**src/rtl/seg_scan_ctrl_pkg.sv**
```systemverilog
// Shared definitions for the multiplexed 7-segment scan controller.
package seg_scan_ctrl_pkg;

  // Scan sequencer states.
  typedef enum logic [1:0] {
    ST_OFF  = 2'd0,
    ST_SHOW = 2'd1,
    ST_GAP  = 2'd2
  } state_t;

  // All segments dark (segments are active-high).
  localparam logic [6:0] SEG_DARK = 7'b0000000;

  // All digit enables released (enables are active-low); sliced to NDIG by users.
  localparam logic [7:0] AN_OFF = 8'hFF;

  // True when a 4-bit digit is not a valid BCD code.
  function automatic logic is_non_bcd(input logic [3:0] d);
    return (d > 4'd9);
  endfunction

endpackage

```
**src/rtl/seg_scan_ctrl_dec7seg.sv**
```systemverilog
// BCD to 7-segment decoder, segments ordered {A,B,C,D,E,F,G}, active-high.
// Codes A-F decode to dark.
module seg_scan_ctrl_dec7seg (
  input  logic [3:0] bcd,
  output logic [6:0] seg
);

  // Pure lookup; the caller registers the result.
  always_comb begin
    seg = 7'b0000000;
    case (bcd)
      4'd0: seg = 7'b1111110;
      4'd1: seg = 7'b0110000;
      4'd2: seg = 7'b1101101;
      4'd3: seg = 7'b1111001;
      4'd4: seg = 7'b0110011;
      4'd5: seg = 7'b1011011;
      4'd6: seg = 7'b1011111;
      4'd7: seg = 7'b1110000;
      4'd8: seg = 7'b1111111;
      4'd9: seg = 7'b1111011;
      default: seg = 7'b0000000;
    endcase
  end

endmodule

```
**src/rtl/seg_scan_ctrl.sv**
```systemverilog
// Multiplexed scan controller for an NDIG-digit common-anode 7-segment display.
// One shared decoder is steered by the digit index; a one-cycle dark gap
// separates digits to suppress ghosting. All outputs are registered and are
// computed from next-state values so they move on the same edge as the state.
module seg_scan_ctrl
  import seg_scan_ctrl_pkg::*;
#(
  parameter int NDIG     = 4,
  parameter int SCAN_DIV = 1000
) (
  input  logic              CLK,
  input  logic              RST_N,
  input  logic              LOAD,
  input  logic [4*NDIG-1:0] DIN,
  input  logic              BLANK_EN,
  output logic              ACK,
  output logic [NDIG-1:0]   AN,
  output logic [6:0]        SEG,
  output logic              ERR
);

  localparam int IW = (NDIG > 1) ? $clog2(NDIG) : 1;
  localparam int PW = $clog2(SCAN_DIV);

  state_t            state, state_next;
  logic [IW-1:0]     idx, idx_next;
  logic [PW-1:0]     pre, pre_next;
  logic [4*NDIG-1:0] disp, disp_next;

  logic [3:0]        digit_next [NDIG];
  logic [NDIG-1:0]   bad_digit;
  logic [NDIG-1:0]   hi_zero;
  logic              zero_run;
  logic [3:0]        dec_in;
  logic [6:0]        dec_seg;
  logic [NDIG-1:0]   an_next;
  logic [6:0]        seg_next;
  logic              err_next;

  // A load is visible to the decode path on the same edge it is captured.
  assign disp_next = LOAD ? DIN : disp;

  genvar gi;
  generate
    for (gi = 0; gi < NDIG; gi++) begin : g_digit
      assign digit_next[gi] = disp_next[4*gi +: 4];
      assign bad_digit[gi]  = is_non_bcd(digit_next[gi]);
    end
  endgenerate

  assign err_next = |bad_digit;

  // hi_zero[i] is set when digits i..NDIG-1 are all zero (leading-zero run).
  always_comb begin
    hi_zero  = '0;
    zero_run = 1'b1;
    for (int i = NDIG - 1; i >= 0; i--) begin
      zero_run   = zero_run && (digit_next[i] == 4'd0);
      hi_zero[i] = zero_run;
    end
  end

  // Scan sequencer: OFF until first load, then SHOW for SCAN_DIV cycles and GAP for one.
  always_comb begin
    state_next = state;
    idx_next   = idx;
    pre_next   = pre;
    case (state)
      ST_OFF: begin
        if (LOAD) begin
          state_next = ST_SHOW;
          idx_next   = '0;
          pre_next   = '0;
        end
      end
      ST_SHOW: begin
        if (pre == PW'(SCAN_DIV - 1)) begin
          state_next = ST_GAP;
          pre_next   = '0;
        end else begin
          pre_next = pre + PW'(1);
        end
      end
      ST_GAP: begin
        state_next = ST_SHOW;
        idx_next   = (idx == IW'(NDIG - 1)) ? '0 : idx + IW'(1);
      end
      default: begin
        state_next = ST_OFF;
        idx_next   = '0;
        pre_next   = '0;
      end
    endcase
  end

  // The single shared decoder looks at the digit that will be lit next cycle.
  assign dec_in = digit_next[idx_next];

  seg_scan_ctrl_dec7seg u_dec (
    .bcd (dec_in),
    .seg (dec_seg)
  );

  // Drive pattern for the next cycle: one anode low while showing, blanking leading zeros.
  always_comb begin
    an_next  = AN_OFF[NDIG-1:0];
    seg_next = SEG_DARK;
    if (state_next == ST_SHOW) begin
      an_next[idx_next] = 1'b0;
      if (!(BLANK_EN && (idx_next != '0) && hi_zero[idx_next])) begin
        seg_next = dec_seg;
      end
    end
  end

  // State, counters, display register and registered outputs.
  always_ff @(posedge CLK or negedge RST_N) begin
    if (!RST_N) begin
      state <= ST_OFF;
      idx   <= '0;
      pre   <= '0;
      disp  <= '0;
      AN    <= AN_OFF[NDIG-1:0];
      SEG   <= SEG_DARK;
      ACK   <= 1'b0;
      ERR   <= 1'b0;
    end else begin
      state <= state_next;
      idx   <= idx_next;
      pre   <= pre_next;
      disp  <= disp_next;
      AN    <= an_next;
      SEG   <= seg_next;
      ACK   <= LOAD;
      ERR   <= err_next;
    end
  end

endmodule

```
**config.mk**
```make
export PLATFORM = sky130hd
export DESIGN_NAME = seg_scan_ctrl
export DESIGN_NICKNAME = d
export VERILOG_FILES = /design/src/rtl/seg_scan_ctrl_pkg.sv /design/src/rtl/seg_scan_ctrl_dec7seg.sv /design/src/rtl/seg_scan_ctrl.sv
export SDC_FILE = /design/constraint.sdc
export NUM_CORES = 1
export LEC_CHECK = 0
export CELL_PAD_IN_SITES_DETAIL_PLACEMENT = 0
export CELL_PAD_IN_SITES_GLOBAL_PLACEMENT = 2
export CORE_MARGIN = 4
export CORE_UTILIZATION = 38
export DETAILED_ROUTE_END_ITERATION = 10
export PLACE_DENSITY = 0.93
export REMOVE_ABC_BUFFERS = 1
export SLEW_MARGIN = 10
export SYNTH_ARGS = -nofsm -noshare
export SYNTH_HDL_FRONTEND = slang
export SYNTH_HIERARCHICAL = 1
export SYNTH_SLANG_ARGS = --single-unit
```
**constraint.sdc**
```tcl
create_clock -name CLK -period 4.6 [get_ports CLK]
set_input_delay 0.92 -clock CLK [delete_from_list [all_inputs] [get_ports CLK]]
set_output_delay 0.92 -clock CLK [all_outputs]
set_load 0.05 [all_outputs]
```
==> run_results.csv, run 1 <==
group,metric,value,unit
status,outcome,"complete, no violations",
die,start_util,0.392,
cts,cts_max_path_buffers,2,
placed_design,numPortBuffers,32,
synth,syn_area,0.00232,mm²
timing,period_minus_slack,3.42,ns
synth,ys_seq_area_frac,0.466,
worst_setup_path,cp_top_family,"compound AO/OA/AOI/OAI gates",
final_layout,fin_nets,269,
worst_setup_path,cpPeakStageDelay,0.60,ns
grt,antenna_found_initial,0,
worst_setup_path,critPathCaptureType,"flip-flop",
cts,cts_sinks,43,
worst_setup_path,cp_cell_sequence,"clkdlybuf4s50_1 > nand2b_4 > a32oi_4 > mux2i_1 > mux2i_1 > inv_1 > ha_1 > inv_1 > o22ai_1 > o21ai_0 > a31oi_1",
detailed_routing,wl_per_cell,14.3,µm
final_layout,syn2layout_area_growth,19.9,%
worst_setup_path,worstPathRequired,4.82,ns
detailed_routing,ant_nets,0,
synth,synth-edff-count,0,
detailed_routing,num_vias,1664,
final_layout,mostFrequentLayoutCells,"dfrtp_1 (39), clkdlybuf4s50_1 (31), mux2i_1 (17)",
cts,numCtsBuffers,5,
power_and_ir_drop,powerDensity,307,mW/mm²
timing,worstMarginPinSlew,0.924,ns
placed_design,place_ws,0.875,ns
detailed_routing,via_per_inst,5.25,
cts,clk_latency,0.30,ns
timing,setup_tns,0,ns
synth,synth_ff_type,"dfrtp_1",
synth,synth_seq_cells,43,
synth,syn_area_per_cell,11.2,µm²
final_layout,fin_util,0.470,
worst_hold_path,min_path_type,"flip-flop to flip-flop",
run,drv_cap,0,
final_layout,stdcell_count,317,
worst_setup_path,cp_num_buf_inv,3,
placed_design,dp_hpwl,3.37,mm
placed_design,place_area,0.00269,mm²
placed_design,gp_congestion,0.781,
grt,grt_pass1_wl,7.73,mm
timing,max_slew_margin,0.384,
worst_setup_path,crit_type,"input pin to flip-flop",
final_layout,fin_area,0.00279,mm²
timing,slew_violations,0,
grt,grt_max_degree,44,
worst_setup_path,crit_start,"LOAD",
synth,synthDistinctLibCells,40,
timing,fmax,292,MHz
detailed_routing,drt_iter0_drc,84,
cts,cts_resized,0,
grt,globalRouteOverflowTotal,0,
worst_setup_path,worstReg2RegEnd,"SEG[3]",
final_layout,final_layout_size_suffix_gt1_frac,0.182,
worst_setup_path,worst-endpoint-arrival,3.64,ns
die,die_x,86.2,µm
power_and_ir_drop,p_leak,1.21,nW
cts,clock-root-buffer,"clkbuf_8",
detailed_routing,dr.pass1.iters,4,
final_layout,final_common_cell,"dfrtp_1",
worst_setup_path,r2r_cells,10,
cts,h-tree-depth,2,
synth,syn_inst,207,
timing,skew,0.00825,ns
timing,rsz0062_at_grt,"no",
die,die_h,86.2,µm
worst_setup_path,crit_cells,11,
final_layout,antenna_cells,0,
cts,clkTransAtPathRegs,0.09,ns
cts,postCtsSetupBuffers,0,
timing,final.period_utilization,0.744,
synth,ys_warn_count,6,
die,io_pins,33,
worst_setup_path,r2r_start,"idx[0]",
worst_setup_path,cp_max_fo,13,
grt,grt_pass1_vias,1588,
detailed_routing,routed_wl,4.52,mm
worst_setup_path,reg2reg_slack,1.73,ns
timing,postLayoutSetupSlackWorst,1.18,ns
power_and_ir_drop,vdd.ir_drop.worst,172,µV
worst_setup_path,slowest_stage,"a32oi_4",
timing,setup_viol,0,
cts,hold_buffers,0,
detailed_routing,post-route-drc-count,0,
cts,cts_tree,"done",
synth,async_reset_ff_frac,1.00,
die,rows,28,
die,fp.dieArea,0.00743,mm²
die,coreArea,0.00592,mm²
placed_design,placed_cells,309,
timing,hold_violations,0,
worst_setup_path,endpoint,"SEG[3]",
worst_setup_path,cp-start-kind,"input pin",
grt,grt.total_usage,0.131,
[report_power, final]
part           internal (mW)  switching [mW]
Combinational         0.0772           0.112
Clock                  0.109           0.144
Sequential             0.404         0.00846
[cells in the mapped netlist (2+ instances only)]
cell	n	area, µm²
dfrtp_1	39	976
mux2i_1	17	170
mux2_2	14	158
nand2_1	14	52.6
o21ai_0	12	60.1
inv_1	11	41.3
nor2_1	10	37.5
a21oi_1	9	45.0
nand3_1	9	45.0
a31oi_1	8	50.1
ha_1	8	100
buf_6	5	56.3
nor3_1	5	25.0
o22ai_1	5	31.3
dfstp_2	4	105
a22o_1	3	26.3
a22oi_1	3	22.5
buf_2	3	15.0
a21oi_2	2	17.5
a32oi_4	2	55.1
and3_1	2	12.5
nand2b_4	2	27.5
o211ai_1	2	15.0
or2_2	2	12.5
[kinds of logic (layout without fill, tap and decap cells)]
family          count (synthesis)  count (layout)  share of synthesized area
simple gates                   52              52                      0.120
mux                            31              31                      0.141
compound gates                 51              51                      0.173
buf+inv                        20              55                     0.0501
xor+xnor                        2               2                    0.00754
flops                          43              43                      0.466
fa+ha+maj                       8               8                     0.0431
[stage by stage]
step,power [mW],hold WS (ns)
CTS,0.861,0.508
global route,0.898,0.525
detailed placement,0.610,0.486
finish,0.854,0.504
global placement,0.610,0.483
floorplan,0.536,0.464
[cell type report]
type,count,area (µm²)
clock buffers,5,68.8
flip-flops and latches,43,1080
well taps,75,93.8
fillers,534,3140
clock inverters,3,23.8
inverters,11,41.3
repair buffers,36,345
multi-input cells,144,1130
[layer usage]
metal | vias up | share of wire | global-route usage
met4 | 0 | 0.020 | 0.0467
li1 | 816 | - | -
met5 | - | 0 | 0
met1 | 806 | 0.45 | 0.168
met2 | 34 | 0.50 | 0.221
met3 | 8 | 0.029 | 0.0228
[registers in the layout, indices dropped and copies added (netlist names)]
signal  flops
SEG         7
AN          4
ACK         1
pre        10
disp       16
ERR         1
state       2
idx         2
[worst min path at each step]
stage	start	endpoint	cells after the start
2_1_floorplan	disp[2]	disp[2]	2
3_3_place_gp	disp[0]	disp[0]	1
3_5_place_dp	disp[0]	disp[0]	1
4_1_cts	disp[0]	disp[0]	1
5_1_grt	disp[0]	disp[0]	1
6_report	disp[0]	disp[0]	1
No activity file was read; power rests on OpenSTA's default activity.
==> run 2, diff against run 1 <==
Settings changed: CORE_UTILIZATION 38 to 36, PLACE_DENSITY 0.93 to 0.89.
Clock period 4.6 ns to 3.45 ns, I/O delays scaled along.
==> run_results.csv, run 2 (synthesis gave the netlist of run 1 again) <==
group,metric,value,unit
status,outcome,"complete, no violations",
final_layout,syn2layout_area_growth,20.6,%
grt,grt.total_usage,0.138,
worst_setup_path,cp_cell_sequence,"clkdlybuf4s50_1 > nand2b_4 > a32oi_4 > mux2i_1 > mux2i_1 > inv_1 > ha_1 > inv_1 > o22ai_1 > o21ai_0 > a31oi_1",
detailed_routing,drt_iter0_drc,60,
power_and_ir_drop,p_leak,1.23,nW
detailed_routing,met3_length,158,µm
cts,clock-root-buffer,"clkbuf_8",
final_layout,fin_area,0.00280,mm²
worst_setup_path,worst-endpoint-arrival,3.20,ns
final_layout,fin_nets,272,
final_layout,largest_registers,"disp x16, pre x10, SEG x7",
die,die_h,88.3,µm
timing,slew_violations,0,
power_and_ir_drop,combPwrFrac,0.222,
worst_setup_path,reg2reg_slack,0.77,ns
worst_setup_path,cpPeakStageDelay,0.56,ns
power_and_ir_drop,swShare,0.312,
grt,grt_pass1_vias,1725,
cts,h-tree-depth,2,
final_layout,antenna_cells,0,
timing,period_minus_slack,2.97,ns
worst_setup_path,critPathCaptureType,"flip-flop",
cts,cts_tree,"done",
cts,postCtsSetupBuffers,0,
timing,skew,0.00407,ns
worst_setup_path,r2r_cells,10,
placed_design,place_area,0.00271,mm²
worst_setup_path,cp_max_fo,10,
placed_design,numPortBuffers,32,
die,io_pins,33,
timing,worstMarginPinSlew,0.955,ns
worst_setup_path,crit_type,"input pin to flip-flop",
grt,globalRouteOverflowTotal,0,
cts,hold_buffers,0,
final_layout,final_common_cell,"dfrtp_1",
detailed_routing,num_vias,1673,
cts,cts_max_path_buffers,2,
detailed_routing,via_per_inst,5.23,
placed_design,place_ws,0.184,ns
detailed_routing,dr.max_layer_used,"met4",
timing,postLayoutSetupSlackWorst,0.476,ns
final_layout,register_area,0.00108,mm²
final_layout,largest_reg_flops,16,
final_layout,largest-register,"disp",
timing,setup_tns,0,ns
final_layout,mostFrequentLayoutCells,"dfrtp_1 (39), clkdlybuf4s50_1 (31), mux2i_1 (17)",
worst_hold_path,min_path_type,"input pin to asynchronous set/reset pin",
cts,clkTransAtPathRegs,0.09,ns
worst_setup_path,r2r_start,"idx[0]",
detailed_routing,ant_nets,0,
final_layout,n_fill_cell,595,
worst_setup_path,slowest_stage,"clkdlybuf4s50_1",
cts,clk_latency,0.30,ns
detailed_routing,post-route-drc-count,0,
timing,max_slew_margin,0.363,
die,coreArea,0.00610,mm²
detailed_routing,dr.pass1.iters,4,
detailed_routing,wl_per_cell,15.0,µm
worst_setup_path,worstReg2RegEnd,"SEG[3]",
final_layout,multi_input_area,0.00112,mm²
grt,grt_max_degree,44,
power_and_ir_drop,p_seq_frac,0.481,
timing,setup_viol,0,
power_and_ir_drop,vdd.ir_drop.worst,191,µV
placed_design,dp_hpwl,3.57,mm
die,start_util,0.381,
cts,cts_sinks,43,
cts,numCtsBuffers,5,
power_and_ir_drop,switching_power,356,µW
timing,hold_violations,0,
power_and_ir_drop,powerDensity,408,mW/mm²
worst_setup_path,worstPathRequired,3.68,ns
die,rows,28,
detailed_routing,wl_met1,2.14,mm
timing,rsz0062_at_grt,"no",
detailed_routing,routed_wl,4.80,mm
final_layout,final_layout_size_suffix_gt1_frac,0.188,
die,die_x,88.3,µm
power_and_ir_drop,clkPwrFrac,0.297,
grt,grt_pass1_wl,8.33,mm
timing,final.period_utilization,0.862,
timing,fmax,336,MHz
die,fp.dieArea,0.00780,mm²
power_and_ir_drop,p_int,786,µW
placed_design,gp_congestion,0.769,
grt,antenna_found_initial,0,
worst_setup_path,cp-start-kind,"input pin",
detailed_routing,wl_met2,2.43,mm
cts,cts_resized,0,
run,drv_cap,0,
-- run 2: power groups by stage --
stage	clock, mW	combinational, mW	sequential, mW
floorplan	0	0.0983	0.616
global placement	0	0.256	0.560
detailed placement	0	0.256	0.561
CTS	0.353	0.257	0.551
global route	0.370	0.277	0.554
finish	0.339	0.254	0.550
-- run 2: how the worst max path moves through the flow --
stage,from,endpoint,slack [ns]
finish,LOAD,SEG[3],0.48
global route,LOAD,SEG[3],0.27
CTS,LOAD,SEG[3],0.49
detailed placement,LOAD,SEG[3],0.18
global placement,LOAD,SEG[3],0.17
floorplan,LOAD,SEG[3],0.60
-- run 2: worst max-delay path, delay by kind of cell --
kind | cells | cell delay [ns]
compound gates | 4 | 0.89
buf+inv | 3 | 0.75
mux | 2 | 0.42
fa+ha+maj | 1 | 0.33
simple gates | 1 | 0.10
-- run 2: routing by layer --
metal,track usage,vias up
met5,0,-
met4,0.0440,0
met3,0.0335,6
met2,0.235,23
met1,0.174,822
li1,-,822
-- run 2: cell type report --
cell class / instances / share of cell area
timing repair buffer: 39 / 0.131
sequential: 43 / 0.386
tap: 75 / 0.0335
multi-input combinational: 144 / 0.402
inverter: 11 / 0.0147
clock inverter: 3 / 0.00849
clock buffer: 5 / 0.0246
-- run 2: through the flow --
step	cells	power [mW]	util	hold WS, ns
final	320	1.14	0.460	0.524
after global routing	320	1.20	0.460	0.559
after CTS	320	1.16	0.460	0.526
after detailed placement	312	0.816	0.444	0.506
after global placement	312	0.816	0.444	0.503
after floorplan	198	0.715	-	0.394
